### src/rtl/selection_sort_ctrl.sv
// Outer-loop controller for in-memory selection sort; drives the Update_J inner counter.
// Optional macro SORT_SIGNED_EN selects a two's-complement element compare.
module selection_sort_ctrl #(
    parameter int SIZE_ADDR = 8,
    parameter int SIZE_DATA = 32
) (
    input  logic                 i_clk,
    input  logic                 i_rst,
    input  logic                 i_start,
    input  logic [SIZE_ADDR-1:0] i_num_elems,
    output logic                 o_j_start,
    output logic                 o_j_en,
    output logic [SIZE_ADDR-1:0] o_value_i,
    input  logic [SIZE_ADDR-1:0] i_value_j,
    input  logic                 i_j_done,
    output logic [SIZE_ADDR-1:0] o_mem_addr,
    output logic                 o_mem_rd,
    input  logic [SIZE_DATA-1:0] i_mem_rdata,
    output logic                 o_mem_we,
    output logic [SIZE_DATA-1:0] o_mem_wdata,
    output logic                 o_busy,
    output logic                 o_done
);

    typedef enum logic [2:0] {
        IDLE,
        LOAD_I,
        WAIT_I,
        SCAN,
        SWAP_A,
        SWAP_B,
        NEXT_I,
        DONE
    } state_t;

    state_t               state_q;
    logic [SIZE_ADDR-1:0] i_q;
    logic [SIZE_ADDR-1:0] r_n_q;
    logic [SIZE_ADDR-1:0] r_min_idx_q;
    logic [SIZE_ADDR-1:0] r_cmp_idx_q;
    logic [SIZE_DATA-1:0] r_min_val_q;
    logic [SIZE_DATA-1:0] r_val_i_q;
    logic                 r_cmp_vld_q;
    logic                 less;

`ifdef SORT_SIGNED_EN
    assign less = $signed(i_mem_rdata) < $signed(r_min_val_q);
`else
    assign less = i_mem_rdata < r_min_val_q;
`endif

    always_ff @(posedge i_clk) begin
        if (i_rst) begin
            state_q     <= IDLE;
            i_q         <= '0;
            r_n_q       <= '0;
            r_min_idx_q <= '0;
            r_cmp_idx_q <= '0;
            r_min_val_q <= '0;
            r_val_i_q   <= '0;
            r_cmp_vld_q <= 1'b0;
        end else begin
            // Read data for the element addressed last cycle arrives now.
            if (r_cmp_vld_q && less) begin
                r_min_val_q <= i_mem_rdata;
                r_min_idx_q <= r_cmp_idx_q;
            end
            case (state_q)
                IDLE: begin
                    if (i_start) begin
                        r_n_q   <= i_num_elems;
                        i_q     <= '0;
                        state_q <= (i_num_elems < SIZE_ADDR'(2)) ? DONE : LOAD_I;
                    end
                end
                LOAD_I: state_q <= WAIT_I;
                WAIT_I: begin
                    r_min_val_q <= i_mem_rdata;
                    r_val_i_q   <= i_mem_rdata;
                    r_min_idx_q <= i_q;
                    state_q     <= SCAN;
                end
                SCAN: begin
                    if (!i_j_done) begin
                        r_cmp_idx_q <= i_value_j;
                        r_cmp_vld_q <= 1'b1;
                    end else begin
                        r_cmp_vld_q <= 1'b0;
                        // One drain cycle lets the last compare settle r_min_idx_q.
                        if (!r_cmp_vld_q)
                            state_q <= (r_min_idx_q == i_q) ? NEXT_I : SWAP_A;
                    end
                end
                SWAP_A: state_q <= SWAP_B;
                SWAP_B: state_q <= NEXT_I;
                NEXT_I: begin
                    if (i_q == r_n_q - SIZE_ADDR'(2)) begin
                        state_q <= DONE;
                    end else begin
                        i_q     <= i_q + SIZE_ADDR'(1);
                        state_q <= LOAD_I;
                    end
                end
                DONE:    state_q <= IDLE;
                default: state_q <= IDLE;
            endcase
        end
    end

    assign o_value_i = i_q;
    assign o_busy    = (state_q != IDLE);
    assign o_done    = (state_q == DONE);
    assign o_j_start = (state_q == WAIT_I);

    // SCAN reads follow the live j value, so these strobes decode state plus Update_J outputs.
    always_comb begin
        o_j_en      = 1'b0;
        o_mem_rd    = 1'b0;
        o_mem_we    = 1'b0;
        o_mem_addr  = '0;
        o_mem_wdata = '0;
        case (state_q)
            LOAD_I: begin
                o_mem_rd   = 1'b1;
                o_mem_addr = i_q;
            end
            SCAN: begin
                if (!i_j_done) begin
                    o_mem_rd   = 1'b1;
                    o_mem_addr = i_value_j;
                    o_j_en     = 1'b1;
                end
            end
            SWAP_A: begin
                o_mem_we    = !i_rst;
                o_mem_addr  = r_min_idx_q;
                o_mem_wdata = r_val_i_q;
            end
            SWAP_B: begin
                o_mem_we    = !i_rst;
                o_mem_addr  = i_q;
                o_mem_wdata = r_min_val_q;
            end
            default: ;
        endcase
    end

endmodule

### config.mk
export PLATFORM = sky130hd
export DESIGN_NAME = selection_sort_ctrl
export DESIGN_NICKNAME = d
export VERILOG_FILES = /design/src/rtl/selection_sort_ctrl.sv
export SDC_FILE = /design/constraint.sdc
export NUM_CORES = 1
export LEC_CHECK = 0
export ABC_AREA = 0
export BUFFER_PORTS_ARGS = -buffer_cell sky130_fd_sc_hd__buf_4
export CAP_MARGIN = 25
export CORE_ASPECT_RATIO = 0.75
export CORE_MARGIN = 5
export CORE_UTILIZATION = 60
export CTS_CLUSTER_DIAMETER = 200
export DETAILED_ROUTE_END_ITERATION = 12
export HOLD_SLACK_MARGIN = 0.05
export PLACE_DENSITY = 0.86
export SYNTH_ARGS = -nofsm -noshare
export SYNTH_HDL_FRONTEND = slang
export SYNTH_SLANG_ARGS = --single-unit
export TNS_END_PERCENT = 1
### constraint.sdc
create_clock -name i_clk -period 3.6 [get_ports i_clk]
set_input_delay 0.18 -clock i_clk [delete_from_list [all_inputs] [get_ports i_clk]]
set_output_delay 0.18 -clock i_clk [all_outputs]
set_load 0.02 [all_outputs]
==> metrics <==
outcome=completed; Pwr Total=3.565 mW; Area growth syn-to-layout=20.56%; largest area contributor in the netlist=dfxtp_1; leading post-synthesis cells by cell area=dfxtp_1 (37%), a21oi_1 (10%), nand2_1 (8.3%); Setup TNS=0 ns; Num Clock Sinks=100; Syn Nets=784; Synth async-reset ratio=0; combinational power share=0.332; Post-CTS Setup Inserts=0; Clk pwr share=0.269; drt drc=0; CTS resizes=0; Clock Tree Buf Depth=2; Fin. Hold Viols=0; Sw Share=0.3597; sequential power share=0.400; Final min period=3.012 ns; RSZ-0062 raised after global routing=no; Post-synth EDFFs=0; share of the yosys chip area belonging to registers=0.3668; total track usage=0.2749; maxcap violations=0; Vias per Instance=6.317; largest net degree at the start of global routing=52; DRT antenna net count=0; Max Fanout on Critical Path=21; total congestion overflow=0; endpoints failing setup=0; Starting Density=0.6084; most common cell after layout, fill and taps aside=nand2_1; global-route wire length before repair=25030 um; leakage power=2.614 nW; post-route clock period utilization=0.8365; Skew-Pair Late Insertion Delay=0.35 ns; TritonCTS clock tree=yes; Synth Warn #=0; skew final=approximately 0.0086 ns; post-synth design cell area=5458 um^2; dpl hpwl=10890 um; Power Dens Cells=541.8 nW/um^2; relative slew slack=0.3832; Port Buf Inserts=105; Pre-antenna DRT Iters=8; CTS Buf Count=9; Final Net Count=854; vias in the first global route=5232; core area=between 8000 and 9000 um^2; most frequent cells in the layout=nand2_1 (121), buf_4 (115), a21oi_1 (109); Max Clock Freq=332.1 MHz; WL per Instance=17.72 um; Worst setup SP type=flip-flop; CTS clock-pin slew for the worst setup and hold paths=0.07 ns; Top FF cell, synth=dfxtp_1; critical path class=flip-flop to flip-flop; detailed-route via count=5597; Switch Pwr=roughly 1.3 mW; register bit count reported by yosys=100; antenna violations before repair=0; Worst Path Arrival=3.27 ns; maximum vdd drop=0.0003220 V; layout cell share with drive strength beyond 1=0.1899; top cell type's share of synthesized area=0.3668; crit end category=flip-flop; Synth Instances=699; die span in y=92.60 um; Ports=106; DRT iter0 DRCs=between 600 and 700; routed wire length=15700 um; Rows=30; Avg Cell Area, Syn=7.808 um^2; H-tree Lvls=3; Final GP Congestion=approximately 0.89; fin. max-slew vios=0; fillers=just over 700; Worst Path Required=3.86 ns; Unique masters post-synth=57; Internal Power=2.283 mW; hold buffers post-CTS=0; # diodes=0; Tightest Pin Transition=0.9241 ns; Die Area=11120 um^2; Die X=between 100 and 150 um; HP Class=input pin to flip-flop; clk root buf=clkbuf_16
## layout make-up
class	count	area [um^2]	area share
multi-input cells	500	3089	0.4695
flip-flops and latches	100	2002	0.3042
repair buffers	116	890.9	0.1354
clock buffers	14	284.0	0.04316
inverters	42	157.7	0.02396
well taps	112	140.1	0.02130
clock inverters	2	16.27	0.002472
## worst paths after layout
path | startpoint | end | slack [ns] | cells after the start
max | r_min_val_q[25] | r_min_val_q[14] | 0.59 | 10
min | i_num_elems[0] | r_n_q[0] | 0.09 | 3
max reg2reg | r_min_val_q[25] | r_min_val_q[14] | 0.59 | 10
min reg2reg | r_cmp_idx_q[5] | r_cmp_idx_q[5] | 0.46 | 2
## sequential cells by signal, summed over array words and instances, names as in the netlist
signal,count
o_value_i,8
r_val_i_q,32
r_n_q,8
r_cmp_vld_q,1
r_cmp_idx_q,8
r_min_val_q,32
r_min_idx_q,8
state_q,3
## routing by layer
metal  GRT usage  vias up  part of all wire  routed length (um)
li1            -     2617                 -                   -
met1      0.3704     2649              0.43                6816
met2      0.4395      290              0.45                7138
met3     0.05922       41             0.093                1454
met4     0.09152        0             0.019                 292
met5           0        -                 0                   0
## power by group through the flow
stage	logic (mW)	registers, mW	clock network, mW
5_1_grt	1.31	1.44	1.01
4_1_cts	1.17	1.42	0.965
3_5_place_dp	1.15	1.44	0
3_3_place_gp	1.07	1.43	0
2_1_floorplan	0.831	1.38	0
6_report	1.18	1.43	0.957
## metrics by stage
step	cell area [um^2]	worst slack, ns	utilization	cells	hold WS, ns
6_report	6580	0.5885	0.7335	886	0.09406
5_1_grt	6580	0.3832	0.7335	886	0.09729
4_1_cts	6580	0.6505	0.7335	886	0.08594
3_5_place_dp	6280	0.7183	0.7000	870	0.4462
3_3_place_gp	6252	0.8902	0.6969	869	0.4373
2_1_floorplan	5458	1.310	-	699	0.3160
## synthesized netlist by cell type, types with 2 or more instances
master / number
a211oi_1: 3
nor3_1: 5
or3_1: 3
nand3_1: 39
inv_2: 2
nor4_1: 4
o31ai_1: 3
inv_1: 39
a21o_1: 2
clkbuf_1: 44
a21oi_1: 109
dfxtp_1: 100
a31oi_1: 3
a22oi_1: 8
mux2i_1: 7
and3_1: 2
a311oi_1: 8
or4_1: 4
o21ai_0: 40
nor3b_1: 2
a221o_1: 4
nor2_1: 15
buf_1: 4
xor2_1: 11
xnor2_1: 5
buf_2: 8
nand4_1: 5
and2_1: 2
nand2b_1: 3
o21ba_2: 2
o211ai_1: 4
nand2_1: 121
a22o_1: 32
ha_1: 33
## kinds of logic (layout without fill, tap and decap cells)
family / count (synthesis) / count (layout) / synth area share
compound gates: 232 / 232 / 0.2673
xor+xnor: 17 / 17 / 0.02980
fa+ha+maj: 33 / 33 / 0.07565
buf+inv: 99 / 174 / 0.07130
flops: 100 / 100 / 0.3668
mux: 7 / 7 / 0.01284
simple gates: 211 / 211 / 0.1763
## critical path: stages, from the launching register on
cell	delay [ns]
dfxtp_1	0.35
inv_1	0.06
ha_1	0.29
a21oi_1	0.18
o21ai_0	0.11
a2111oi_0	0.53
buf_4	0.23
a2bb2oi_4	0.48
buf_4	0.34
nand3_1	0.13
a21oi_1	0.21
(Power assumes the default switching activity.)
